--- src/rtl/mem_pkg.sv ---
// mem_pkg: shared encodings for the MEM stage (FSM states, byte enables, lane ids).
// Pure declarations plus a byte sign-extension helper; no logic of its own.
// Imported by mem_stage and mem_lane_fmt.
package mem_pkg;

  typedef enum logic {
    IDLE   = 1'b0,
    ACCESS = 1'b1
  } state_t;

  localparam logic [3:0] BE_WORD  = 4'b1111;
  localparam logic [3:0] BE_BYTE0 = 4'b0001;

  localparam logic [1:0] LANE0 = 2'd0;
  localparam logic [1:0] LANE1 = 2'd1;
  localparam logic [1:0] LANE2 = 2'd2;
  localparam logic [1:0] LANE3 = 2'd3;

  function automatic logic [31:0] sext8(input logic [7:0] b);
    return {{24{b[7]}}, b};
  endfunction

endpackage

--- src/rtl/mem_lane_fmt.sv ---
// mem_lane_fmt: store byte-lane replication / byte-enable generation and load byte extract.
// Purely combinational, zero latency.
// No flow control; the caller decides when the outputs are sampled.
module mem_lane_fmt
  import mem_pkg::*;
(
  input  logic        st_byte,
  input  logic [1:0]  st_lane,
  input  logic [31:0] st_data,
  output logic [3:0]  st_be,
  output logic [31:0] st_wdata,
  input  logic        ld_byte,
  input  logic [1:0]  ld_lane,
  input  logic [31:0] ld_rdata,
  output logic [31:0] ld_data
);

  logic [7:0] ld_sel;

  // Store side: a byte store replicates the low byte on every lane and enables only one.
  always_comb begin
    st_be    = BE_WORD;
    st_wdata = st_data;
    if (st_byte) begin
      st_be    = BE_BYTE0 << st_lane;
      st_wdata = {4{st_data[7:0]}};
    end
  end

  // Load side: pick the addressed byte and sign-extend it; word loads pass straight through.
  always_comb begin
    ld_sel = ld_rdata[7:0];
    case (ld_lane)
      LANE0:   ld_sel = ld_rdata[7:0];
      LANE1:   ld_sel = ld_rdata[15:8];
      LANE2:   ld_sel = ld_rdata[23:16];
      LANE3:   ld_sel = ld_rdata[31:24];
      default: ld_sel = ld_rdata[7:0];
    endcase
    ld_data = ld_byte ? sext8(ld_sel) : ld_rdata;
  end

endmodule

--- src/rtl/mem_stage.sv ---
// mem_stage: MEM pipeline stage running one load/store per instruction on a req/ack bus.
// Latency: 1 cycle for non-memory ops; memory ops write back the cycle after bus_ack.
// Backpressure: mem_stall holds upstream while an access is open; MEM_ALIGN_CHECK_EN enables misalign trapping.
module mem_stage
  import mem_pkg::*;
#(
  parameter int MAX_WAIT = 15
) (
  input  logic        clk,
  input  logic        rst_n,
  input  logic        ex_valid,
  input  logic [31:0] ex_result,
  input  logic [31:0] ex_mem_data,
  input  logic        ex_load_byte,
  input  logic        ex_mem_read,
  input  logic        ex_mem_write,
  input  logic        ex_reg_write,
  input  logic [4:0]  ex_wreg,
  output logic        mem_stall,
  output logic        bus_req,
  output logic        bus_we,
  output logic [31:0] bus_addr,
  output logic [31:0] bus_wdata,
  output logic [3:0]  bus_be,
  input  logic        bus_ack,
  input  logic [31:0] bus_rdata,
  output logic        wb_valid,
  output logic        wb_reg_write,
  output logic [4:0]  wb_wreg,
  output logic [31:0] wb_data,
  output logic        bus_err,
  output logic        misalign
);

  // The access is aborted at the end of the MAX_WAIT-th ACCESS cycle without ack.
  localparam logic [7:0] LAST_WAIT = 8'(MAX_WAIT - 1);

  state_t      state, state_nxt;
  logic [7:0]  wait_cnt;
  logic        is_mem, bad_align, capture, start_access, direct, timeout, acc_done;
  logic        op_byte, op_reg_write;
  logic [1:0]  op_lane;
  logic [4:0]  op_wreg;
  logic [31:0] op_result;
  logic [3:0]  fmt_be;
  logic [31:0] fmt_wdata, ld_data;
  // A non-access op captured on the ack edge collides with the finishing access's
  // write-back; it is parked here for one cycle instead of introducing a stall.
  logic        pend_vld, pend_reg_write;
  logic [4:0]  pend_wreg;
  logic [31:0] pend_data;
`ifdef MEM_ALIGN_CHECK_EN
  logic        pend_mis;
`endif

  assign is_mem = ex_mem_read | ex_mem_write;
`ifdef MEM_ALIGN_CHECK_EN
  assign bad_align = is_mem && !ex_load_byte && (ex_result[1:0] != LANE0);
`else
  assign bad_align = 1'b0;
`endif
  assign capture      = ex_valid && !mem_stall;
  assign start_access = capture && is_mem && !bad_align;
  assign direct       = capture && !start_access;
  assign timeout      = (state == ACCESS) && !bus_ack && (wait_cnt == LAST_WAIT);
  assign acc_done     = (state == ACCESS) && (bus_ack || timeout);

  mem_lane_fmt u_fmt (
    .st_byte  (ex_load_byte),
    .st_lane  (ex_result[1:0]),
    .st_data  (ex_mem_data),
    .st_be    (fmt_be),
    .st_wdata (fmt_wdata),
    .ld_byte  (op_byte),
    .ld_lane  (op_lane),
    .ld_rdata (bus_rdata),
    .ld_data  (ld_data)
  );

  // State register.
  always_ff @(posedge clk or negedge rst_n) begin
    if (!rst_n) state <= IDLE;
    else        state <= state_nxt;
  end

  // Next state: an ack edge may immediately open the next access.
  always_comb begin
    state_nxt = state;
    case (state)
      IDLE:    if (start_access) state_nxt = ACCESS;
      ACCESS:  if (acc_done) state_nxt = start_access ? ACCESS : IDLE;
      default: state_nxt = IDLE;
    endcase
  end

  // FSM outputs; stall releases combinationally on ack so the next op can enter.
  always_comb begin
    bus_req   = (state == ACCESS);
    mem_stall = (state == ACCESS) && !bus_ack;
  end

  // Wait counter: counts unacknowledged ACCESS cycles, cleared on every exit.
  always_ff @(posedge clk or negedge rst_n) begin
    if (!rst_n)                          wait_cnt <= 8'd0;
    else if (state == ACCESS && !acc_done) wait_cnt <= wait_cnt + 8'd1;
    else                                 wait_cnt <= 8'd0;
  end

  // Capture the op and its bus request; held stable for the whole access.
  always_ff @(posedge clk or negedge rst_n) begin
    if (!rst_n) begin
      op_byte      <= 1'b0;
      op_lane      <= LANE0;
      op_reg_write <= 1'b0;
      op_wreg      <= 5'd0;
      op_result    <= 32'd0;
      bus_we       <= 1'b0;
      bus_addr     <= 32'd0;
      bus_be       <= 4'd0;
      bus_wdata    <= 32'd0;
    end else if (start_access) begin
      op_byte      <= ex_load_byte;
      op_lane      <= ex_result[1:0];
      op_reg_write <= ex_reg_write;
      op_wreg      <= ex_wreg;
      op_result    <= ex_result;
      bus_we       <= ex_mem_write;
      bus_addr     <= {ex_result[31:2], 2'b00};
      bus_be       <= fmt_be;
      bus_wdata    <= fmt_wdata;
    end
  end

  // Parking slot for a non-access op that arrives while a write-back is already due.
  always_ff @(posedge clk or negedge rst_n) begin
    if (!rst_n) begin
      pend_vld       <= 1'b0;
      pend_reg_write <= 1'b0;
      pend_wreg      <= 5'd0;
      pend_data      <= 32'd0;
`ifdef MEM_ALIGN_CHECK_EN
      pend_mis       <= 1'b0;
`endif
    end else begin
      pend_vld <= direct && (acc_done || pend_vld);
      if (direct) begin
        pend_reg_write <= ex_reg_write && !bad_align;
        pend_wreg      <= ex_wreg;
        pend_data      <= ex_result;
`ifdef MEM_ALIGN_CHECK_EN
        pend_mis       <= bad_align;
`endif
      end
    end
  end

  // Write-back: finished access first, then a parked op, then a fresh non-access op.
  always_ff @(posedge clk or negedge rst_n) begin
    if (!rst_n) begin
      wb_valid     <= 1'b0;
      wb_reg_write <= 1'b0;
      wb_wreg      <= 5'd0;
      wb_data      <= 32'd0;
      bus_err      <= 1'b0;
`ifdef MEM_ALIGN_CHECK_EN
      misalign     <= 1'b0;
`endif
    end else begin
      wb_valid <= 1'b0;
      bus_err  <= 1'b0;
`ifdef MEM_ALIGN_CHECK_EN
      misalign <= 1'b0;
`endif
      if (acc_done) begin
        wb_valid     <= 1'b1;
        wb_wreg      <= op_wreg;
        wb_reg_write <= bus_ack && !bus_we && op_reg_write;
        wb_data      <= (bus_ack && !bus_we) ? ld_data : op_result;
        bus_err      <= !bus_ack;
      end else if (pend_vld) begin
        wb_valid     <= 1'b1;
        wb_reg_write <= pend_reg_write;
        wb_wreg      <= pend_wreg;
        wb_data      <= pend_data;
`ifdef MEM_ALIGN_CHECK_EN
        misalign     <= pend_mis;
`endif
      end else if (direct) begin
        wb_valid     <= 1'b1;
        wb_reg_write <= ex_reg_write && !bad_align;
        wb_wreg      <= ex_wreg;
        wb_data      <= ex_result;
`ifdef MEM_ALIGN_CHECK_EN
        misalign     <= bad_align;
`endif
      end
    end
  end

`ifndef MEM_ALIGN_CHECK_EN
  assign misalign = 1'b0;
`endif

endmodule

--- config.mk ---
export PLATFORM = sky130hd
export DESIGN_NAME = mem_stage
export DESIGN_NICKNAME = d
export VERILOG_FILES = /design/src/rtl/mem_pkg.sv /design/src/rtl/mem_lane_fmt.sv /design/src/rtl/mem_stage.sv
export SDC_FILE = /design/constraint.sdc
export NUM_CORES = 1
export LEC_CHECK = 0
export BUFFER_PORTS_ARGS = -buffer_cell sky130_fd_sc_hd__buf_4
export CAP_MARGIN = 0
export CORE_ASPECT_RATIO = 0.8
export CORE_MARGIN = 4
export CORE_UTILIZATION = 40
export DETAILED_ROUTE_END_ITERATION = 8
export SLEW_MARGIN = 5
export SYNTH_ARGS = -nofsm -noshare
export SYNTH_HDL_FRONTEND = slang
export SYNTH_HIERARCHICAL = 1
export SYNTH_SLANG_ARGS = --single-unit
export TNS_END_PERCENT = 20
--- constraint.sdc ---
create_clock -name clk -period 3.1 [get_ports clk]
set_input_delay 0.155 -clock clk [delete_from_list [all_inputs] [get_ports clk]]
set_output_delay 0.155 -clock clk [all_outputs]
set_load 0.1 [all_outputs]
==> run_results.csv, run 1 <==
group,metric,value,unit
synthesis,yosysMostFrequentCell,"dfrtp_1",
synthesis,synth_edf_count,0,
synthesis,postSynthCellCount,770,
synthesis,yosysTopAreaCell,"dfrtp_1",
place,post-dp-hpwl,17000,um
worst_setup_path,crit_path_top_delay_cell,"buf_4",
route,drt_iter0_markers,375,
synthesis,netlist-cell-type-count,38,
synthesis,synth-xor-area-share,0.635,%
cells_and_area,drive_above_1_share,38.1,%
power,p_per_area,846,nW/um^2
cells_and_area,num-nets-final,1117,
place,numPortBuffers,217,
sta,drv_slew,0,
global_route,antenna_found_initial,0,
power,p_leak,5.57,nW
synthesis,muxShareOfSynthArea,19.9,%
synthesis,ys_async_sr_fraction,100,%
die,core,20100,um^2
clock_network,htreeDepth,4,
die,start_util,41.2,%
synthesis,synth-simple-area-share,11.2,%
synthesis,synthAdderAreaFrac,0.303,%
cells_and_area,instances_no_fill,1283,
synthesis,yosys_register_bits,164,
die,die-area,23100,um^2
global_route,grt_max_degree,72,
synthesis,synth_top_area_share,49.6,%
sta,slew_headroom,32.8,%
cells_and_area,n_antenna_cell,0,
die,fp.dieW,169,um
power,seqPwrFrac,30.5,%
sta,fin_tns_setup,0,ns
route,post-route-drc-count,0,
worst_setup_path,cp_max_fo,40,
die,ios,221,
place,placed_area,10100,um^2
clock_network,clkTransAtPathRegs,0.07,ns
sta,fin_hold_ws,0.0155,ns
sta,tightest_slew,1.01,ns
worst_hold_path,hold_class,"input port to flop",
die,num_rows,46,
clock_network,clk_path_buf_depth,2,
sta,period_needed,2.18,ns
clock_network,clock-root-buffer,"clkbuf_16",
power,finalPower,9.46,mW
sta,rsz0062_at_grt,"no",
cells_and_area,syn_to_final_growth,35.2,%
worst_setup_path,crit_arrival,2.51,ns
cells_and_area,final_cell_area,11200,um^2
synthesis,synth_area,8270,um^2
synthesis,ys.flop_type,"dfrtp_1",
power,p_switching,4.46,mW
synthesis,synth_top_family_by_area,"multiplexers",
sta,finClkSkew,0.0108,ns
global_route,overflow,0,
worst_setup_path,criticalPathCategory,"flop to flop",
synthesis,synth-compound-area-share,11.5,%
worst_setup_path,crit_family,"compound AO/OA/AOI/OAI gates",
clock_network,clock_latency,0.43,ns
cells_and_area,fillers,1774,
clock_network,postCtsSetupBuffers,0,
power,pwr-share-clk,23.5,%
die,fp.dieH,137,um
worst_setup_path,end_kind,"flop",
synthesis,yosysWarnings,6,
power,combPwrFrac,46.0,%
power,ir_drop,0.000493,V
place,post-place-cells,1205,
clock_network,cts_sinks,164,
clock_network,cts_tree,"done",
route,first_pass_iters,4,
clock_network,cts.repair.resized,0,
synthesis,post_synth.cell_area_avg,10.7,um^2
status,outcome,"finished clean",
clock_network,hold_buffers,46,
route,vias_per_cell,5.11,
run,maxCapViolCount,0,
synthesis,ys_seq_area_share,49.6,%
place,routabilityCongestion,0.816,
power,swShare,47.2,%
synthesis,synthTopCellsByCount,"dfrtp_1 (164), nand2_1 (128), mux2_2 (82), mux2i_1 (72), inv_1 (60)",
sta,timing.final.crit_share,70.3,%
route,antenna_left,0,
global_route,track_usage,21.1,%
worst_setup_path,critPathBufInv,2,
worst_setup_path,required,3.43,ns
synthesis,synth_area_leaders,"dfrtp_1 (50%), mux2_2 (11%), mux2i_1 (8.7%)",
route,routedWlPerCell,19.0,um
worst_setup_path,start_kind,"flop",
power,p_int,5.00,mW
route,routed_wl,24400,um
route,vias,6560,
worst_setup_path,crit_chain,"inv_1 > ha_1 > nand2b_1 > o41ai_4 > buf_4 > nor3b_1 > a221oi_1",
clock_network,numCtsBuffers,17,
global_route,first_global_vias,6601,
sta,hold_viol_final,0,
worst_setup_path,cpPeakStageDelay,0.53,ns
sta,setup_viol,0,
global_route,grt_pass1_wl,37900,um
sta,max_freq,0.459,GHz
## path summary, 6_finish.rpt
check                                          from                        end  slack [ns]  cells past startpoint
setup / recovery              wait_cnt[0]$_DFF_PN0_    wb_data[13]$_DFFE_PN0P_        0.92                      7
hold / removal                         ex_result[1]   pend_data[1]$_DFFE_PN0P_        0.02                      3
setup reg to reg              wait_cnt[0]$_DFF_PN0_    wb_data[13]$_DFFE_PN0P_        0.92                      7
hold reg to reg            pend_data[6]$_DFFE_PN0P_   pend_data[6]$_DFFE_PN0P_        0.48                      2
max in group asynchronous                     rst_n  bus_wdata[19]$_DFFE_PN0P_        1.79                      3
min in group asynchronous                     rst_n  op_result[26]$_DFFE_PN0P_        0.31                      2
## power by group through the flow
| stage | Clock (mW) | Combinational, mW | Sequential [mW] |
|---|---|---|---|
| after floorplan | 0 | 1.00 | 5.20 |
| after global placement | 0 | 4.31 | 2.92 |
| after detailed placement | 0 | 4.33 | 2.92 |
| after CTS | 2.26 | 4.39 | 2.89 |
| after global routing | 2.36 | 4.54 | 2.94 |
| final | 2.23 | 4.36 | 2.88 |
## cells by family after synthesis
logic type      Yosys count
simple gates            196
flops                   164
mux                     154
buf+inv                 124
compound gates          123
xor+xnor                  6
fa+ha+maj                 2
other cells               1
## final cells by class
class	count	area [um^2]	area share, %
flip-flops and latches	164	4110	36.7
multi-input cells	484	3650	32.6
repair buffers	279	2260	20.2
clock buffers	21	460	4.12
well taps	264	330	2.95
inverters	60	225	2.01
clock inverters	11	151	1.35
## routing by layer
metal	share of wire, %	vias to the layer above	track usage (%)	wire length (um)
met5	0	-	0	0
li1	-	3123	-	-
met2	44	234	31.5	10600
met4	1.0	0	4.78	251
met1	47	3186	29.8	11400
met3	8.6	17	7.05	2090
## cell usage in the layout (no fill, tap or decap), drive strengths merged, types with 21 or more instances in the layout
cell type / count
a221oi: 32
o21ai: 67
nor3b: 32
clkbuf: 21
nand2: 129
mux2i: 72
dlygate4sd3: 46
buf: 233
dfrtp: 164
mux2: 82
inv: 61
## state kept, by name, summed over array words and instances, names as in the netlist, 4 cells and up
register	cells
wb_data	32
pend_data	32
op_result	31
bus_wdata	32
bus_be	4
wait_cnt	8
wb_wreg	5
pend_wreg	5
op_wreg	5
## worst reg2reg max path, cell delays in order, from the launching register on
cell and delay [ns]:
dfrtp_1 0.43, inv_1 0.07, ha_1 0.14, nand2b_1 0.09, o41ai_4 0.45, buf_4 0.53
nor3b_1 0.15, a221oi_1 0.22
## through the flow
stage / setup slack [ns] / utilization [%]
2_1_floorplan: 0.660 / -
3_3_place_gp: 0.994 / 50.3
3_5_place_dp: 0.939 / 50.3
4_1_cts: 0.922 / 55.7
5_1_grt: 0.779 / 55.7
6_report: 0.920 / 55.7
Note: power is estimated with default switching activity, not from simulation.
==> run 2: changes to the inputs <==
--- a/config.mk
+++ b/config.mk
@@ -5,6 +5,7 @@
 export SDC_FILE = /design/constraint.sdc
 export NUM_CORES = 1
 export LEC_CHECK = 0
+export ABC_AREA = 1
 export BUFFER_PORTS_ARGS = -buffer_cell sky130_fd_sc_hd__buf_4
 export CAP_MARGIN = 0
 export CORE_ASPECT_RATIO = 0.8
==> constraint.sdc (replaced) <==
create_clock -name clk -period 2.1 [get_ports clk]
set_input_delay 0.105 -clock clk [delete_from_list [all_inputs] [get_ports clk]]
set_output_delay 0.105 -clock clk [all_outputs]
set_load 0.1 [all_outputs]
==> run_results.csv, run 2 <==
group,metric,value,unit
cells_and_area,n_antenna_cell,0,
synthesis,ys_seq_area_share,48.5,%
route,first_pass_iters,5,
clock_network,clkTransAtPathRegs,0.07,ns
synthesis,post_synth.cell_area_avg,7.81,um^2
synthesis,ys_async_sr_fraction,100,%
place,post-place-cells,1511,
place,routabilityCongestion,0.820,
power,p_leak,6.01,nW
route,drt_iter0_markers,530,
die,fp.dieW,171,um
power,ir_drop,0.000976,V
worst_setup_path,criticalPathCategory,"flop to flop",
cells_and_area,post-route-util,54.8,%
cells_and_area,syn_to_final_growth,34.3,%
route,vias,7845,
clock_network,numCtsBuffers,17,
sta,timing.final.crit_share,87.7,%
run,maxCapViolCount,0,
die,fp.dieH,138,um
global_route,track_usage,21.3,%
synthesis,synthTopCellsByCount,"nand2_1 (317), o21ai_0 (174), dfrtp_1 (164), nand3_1 (133), inv_1 (114)",
synthesis,yosys_register_bits,164,
route,routedWlPerCell,15.9,um
synthesis,synth_edf_count,0,
synthesis,synth_area,8470,um^2
cells_and_area,num-nets-final,1415,
die,core,20800,um^2
worst_setup_path,crit_arrival,2.15,ns
worst_setup_path,end_kind,"flop",
sta,finClkSkew,0.0117,ns
route,vias_per_cell,4.95,
global_route,grt_pass1_wl,40300,um
global_route,first_global_vias,7456,
synthesis,netlist-cell-type-count,29,
synthesis,yosysWarnings,6,
clock_network,cts_sinks,164,
cells_and_area,reg.largest.list,"bus_wdata: 32 flops, pend_data: 32 flops, wb_data: 32 flops",
cells_and_area,drive_above_1_share,24.6,%
power,finalPower,13.5,mW
clock_network,htreeDepth,4,
die,num_rows,47,
place,numPortBuffers,217,
sta,drv_slew,0,
worst_setup_path,required,2.41,ns
sta,fin_tns_setup,0,ns
cells_and_area,mostFrequentLayoutCells,"nand2_1 (315), buf_4 (225), o21ai_0 (174)",
clock_network,clock_latency,0.43,ns
route,post-route-drc-count,0,
sta,rsz0062_at_grt,"no",
worst_setup_path,crit_path_top_delay_cell,"dfrtp_1",
sta,tightest_slew,0.592,ns
worst_setup_path,crit_chain,"nor2_1 > nor2_2 > buf_4 > nand2_1 > nor2_1 > nor2_1 > inv_1 > nand2_1 > o21ai_0 > nand3_1 > nand3_1 > nand2_1",
worst_setup_path,cp_max_fo,10,
synthesis,postSynthCellCount,1084,
cells_and_area,final_common_cell,"nand2_1",
die,start_util,40.8,%
worst_setup_path,start_kind,"flop",
clock_network,postCtsSetupBuffers,0,
clock_network,clk_path_buf_depth,2,
sta,setup_viol,0,
synthesis,synth_top_area_share,48.5,%
route,routed_wl,25300,um
clock_network,cts_tree,"done",
sta,max_freq,0.543,GHz
synthesis,yosysMostFrequentCell,"nand2_1",
clock_network,clock-root-buffer,"clkbuf_16",
sta,period_needed,1.84,ns
die,ios,221,
place,post-dp-hpwl,16600,um
sta,slew_headroom,60.6,%
global_route,overflow,0,
global_route,antenna_found_initial,0,
die,die-area,23600,um^2
synthesis,ys.flop_type,"dfrtp_1",
power,p_per_area,1190,nW/um^2
status,outcome,"finished clean",
worst_hold_path,hold_class,"input port to flop",
sta,hold_viol_final,0,
cells_and_area,instances_no_fill,1586,
synthesis,yosysTopAreaCell,"dfrtp_1",
route,antenna_left,0,
global_route,grt_max_degree,78,
synthesis,synth_area_leaders,"dfrtp_1 (48%), nand2_1 (14%), o21ai_0 (10%)",
worst_setup_path,cpPeakStageDelay,0.49,ns
[run 2: cell count changes after synthesis, sizes merged, moves of 44 or more]
| cell | previous run | this run |
|---|---|---|
| nand2 | 129 | 320 |
| nand3 | 2 | 134 |
| o21ai | 67 | 175 |
| mux2i | 72 | 0 |
| inv | 60 | 119 |
| mux2 | 82 | 38 |
[run 2: logic make-up (layout without fill, tap and decap cells)]
group	count (synthesis)	in the layout	synth area share, %
other	1	3	0.0443
buffers and inverters	200	431	10.6
xor gates and xnor gates	3	3	0.310
AOI/OAI and AO/OA	180	180	10.9
muxes	38	38	5.05
adders and majority gates	2	2	0.295
and+or+nand+nor	496	496	24.4
DFF	164	164	48.5
[run 2: final timing paths]
kind,from,end,slack (ns),cells after the start
worst max register to register,op_lane[0]$_DFFE_PN0P_,wb_data[4]$_DFFE_PN0P_,0.26,12
worst min register to register,pend_data[1]$_DFFE_PN0P_,pend_data[1]$_DFFE_PN0P_,0.48,2
max in group asynchronous,rst_n,op_result[27]$_DFFE_PN0P_,1.21,3
min in group asynchronous,rst_n,op_result[10]$_DFFE_PN0P_,0.22,2
worst min-delay path,ex_result[17],pend_data[17]$_DFFE_PN0P_,0.006,3
worst max-delay path,op_lane[0]$_DFFE_PN0P_,wb_data[4]$_DFFE_PN0P_,0.26,12
[run 2: per-layer routing]
| layer | wire [um] | track usage (%) | share of wire, % |
|---|---|---|---|
| met1 | 11500 | 30.3 | 45 |
| met4 | 150 | 3.53 | 0.59 |
| met5 | 0 | 0 | 0 |
| met3 | 1990 | 4.91 | 7.9 |
| met2 | 11700 | 33.9 | 46 |
[run 2: power by group]
group,leakage (nW),switching (mW),total (mW),internal [mW]
clock,0.309,1.42,3.37,1.95
combinational,3.68,4.57,5.94,1.37
sequential,2.02,0.406,4.17,3.77
[run 2: repair_timing]
action	4_1_cts	5_1_grt
hold buffers	43	0
gates resized for setup	0	1
hold endpoints to repair	119	0
setup endpoints to repair	0	3
[run 2: final cells by class]
| type | count | area, um^2 |
|---|---|---|
| Clock buffer | 19 | 443 |
| Inverter | 119 | 453 |
| Fill cell | 1992 | 9380 |
| Multi-Input combinational cell | 722 | 3500 |
| Sequential cell | 164 | 4110 |
| Tap cell | 269 | 337 |
| Clock inverter | 13 | 185 |
| Timing Repair Buffer | 280 | 2350 |
[run 2: worst max-delay path: cells and delay by family (launching register included)]
kind                   cells  cell delay [ns]
AND/OR/NAND/NOR            9             0.88
flip-flops                 1             0.49
AO/OA/AOI/OAI              1             0.08
buffers and inverters      2             0.27
[run 2: stage by stage]
| stage | area, um^2 | hold slack [ns] | setup WS (ns) |
|---|---|---|---|
| finish | 11400 | 0.00634 | 0.259 |
| global route | 11400 | 0.0157 | 0.0327 |
| CTS | 11400 | 0.000866 | 0.217 |
| detailed placement | 10300 | 0.118 | 0.233 |
| global placement | 10300 | 0.125 | 0.291 |
| floorplan | 8480 | -0.191 | 0.248 |
==> run 3: changes to the inputs <==
--- a/config.mk
+++ b/config.mk
@@ -12,6 +12,7 @@
 export CORE_MARGIN = 4
 export CORE_UTILIZATION = 40
 export DETAILED_ROUTE_END_ITERATION = 8
+export PLACE_DENSITY_LB_ADDON = 0.15
 export SLEW_MARGIN = 5
 export SYNTH_ARGS = -nofsm -noshare
 export SYNTH_HDL_FRONTEND = slang
==> run_results.csv, run 3 (synthesis results as in run 2) <==
group,metric,value,unit
sta,tightest_slew,0.756,ns
power,p_per_area,1180,nW/um^2
clock_network,clk_path_buf_depth,2,
power,p_leak,5.98,nW
cells_and_area,final_cell_area,11300,um^2
sta,setup_viol,0,
worst_setup_path,critPathLaunch,"wait_cnt[0]$_DFF_PN0_",
global_route,grt_pass1_wl,40200,um
global_route,overflow,0,
sta,max_freq,0.548,GHz
global_route,grt_max_degree,78,
die,core,20800,um^2
die,fp.dieH,138,um
clock_network,clock-root-buffer,"clkbuf_16",
power,ir_drop,0.00117,V
sta,finClkSkew,0.00974,ns
cells_and_area,num-nets-final,1419,
worst_setup_path,crit_arrival,2.14,ns
worst_setup_path,end_kind,"flop",
die,die-area,23600,um^2
cells_and_area,reg.largest.list,"bus_wdata: 32 flops, pend_data: 32 flops, wb_data: 32 flops",
route,routed_wl,25300,um
sta,hold_viol_final,0,
clock_network,clkTransAtPathRegs,0.07,ns
status,outcome,"finished clean",
global_route,first_global_vias,7413,
global_route,antenna_found_initial,0,
worst_setup_path,cp_max_fo,32,
cells_and_area,final_common_cell,"nand2_1",
worst_setup_path,criticalPathCategory,"flop to flop",
sta,rsz0062_at_grt,"no",
place,numPortBuffers,217,
route,drt_iter0_markers,630,
place,placed_area,10300,um^2
worst_setup_path,r2r_cells,10,
run,maxCapViolCount,0,
sta,timing.final.crit_share,86.9,%
place,routabilityCongestion,0.842,
clock_network,cts_sinks,164,
clock_network,numCtsBuffers,17,
die,num_rows,47,
route,first_pass_iters,5,
sta,period_needed,1.83,ns
worst_hold_path,hold_class,"input port to flop",
sta,fin_tns_setup,0,ns
die,start_util,40.8,%
sta,slew_headroom,49.6,%
global_route,track_usage,21.3,%
cells_and_area,drive_above_1_share,24.8,%
worst_hold_path,hold_path_depth,3,
worst_setup_path,start_kind,"flop",
die,fp.dieW,171,um
cells_and_area,mostFrequentLayoutCells,"nand2_1 (315), buf_4 (234), o21ai_0 (174)",
sta,drv_slew,0,
cells_and_area,n_antenna_cell,0,
place,post-dp-hpwl,17300,um
clock_network,cts_tree,"done",
cells_and_area,syn_to_final_growth,33.5,%
route,routedWlPerCell,15.9,um
worst_hold_path,min-delay-start,"ex_reg_write",
worst_setup_path,required,2.42,ns
route,post-route-drc-count,0,
route,vias_per_cell,4.93,
route,vias,7834,
worst_setup_path,r2r_start,"wait_cnt[0]$_DFF_PN0_",
clock_network,clock_latency,0.43,ns
route,antenna_left,0,
die,ios,221,
clock_network,htreeDepth,4,
run 3: final timing paths:
| path | end | slack [ns] |
|---|---|---|
| worst max-delay path | wb_wreg[1]$_DFFE_PN0P_ | 0.27 |
| worst min register to register | pend_wreg[1]$_DFFE_PN0P_ | 0.48 |
| max in group asynchronous | wb_data[25]$_DFFE_PN0P_ | 1.21 |
| min in group asynchronous | pend_data[9]$_DFFE_PN0P_ | 0.11 |
| worst min-delay path | pend_reg_write$_DFFE_PN0P_ | 0.01 |
| worst max register to register | wb_wreg[1]$_DFFE_PN0P_ | 0.27 |
run 3: repair_timing:
action | CTS | global route
gates resized for setup | 0 | 2
buffers inserted | 0 | 0
hold endpoints to repair | 229 | 1
hold buffers | 43 | 1
setup endpoints to repair | 0 | 6
run 3: layout make-up:
type / instances / area [um^2]
tap: 269 / 337
clock inverter: 13 / 149
clock buffer: 19 / 453
timing repair buffer: 284 / 2310
multi-input combinational: 722 / 3510
fill: 1992 / 9450
inverter: 119 / 453
sequential: 164 / 4110
run 3: metal layers:
layer	up-vias	wire length [um]	track usage [%]
met4	0	270	4.71
met2	216	11600	33.1
met5	-	0	0
met3	16	1690	5.05
met1	3707	11700	30.4
li1	3895	-	-
run 3: critical path: stages (launching register included):
cell and delay (ns):
dfrtp_1 0.40, inv_1 0.07, ha_1 0.18, nand2_1 0.06
nor2_1 0.09, nand3_1 0.17, nand2_2 0.25, buf_12 0.24
nand3_1 0.10, nand3_1 0.10, nand2_1 0.05
run 3: power breakdown:
part | internal (mW) | switching [mW]
clock | 1.84 | 1.41
sequential | 3.77 | 0.399
combinational | 1.36 | 4.57
total | 6.97 | 6.38
run 3: per-stage QoR:
step                      power [mW]  worst slack, ns  utilization [%]  hold WS (ns)  instances
after detailed placement        10.1            0.183             49.4       -0.0164       1514
after global routing            14.0           0.0917             54.5        0.0354       1590
after floorplan                 8.66            0.248                -        -0.191       1086
after global placement          10.1            0.260             49.4       -0.0154       1514
after CTS                       13.4            0.147             54.4      0.000400       1589
final                           13.4            0.274             54.5        0.0117       1590
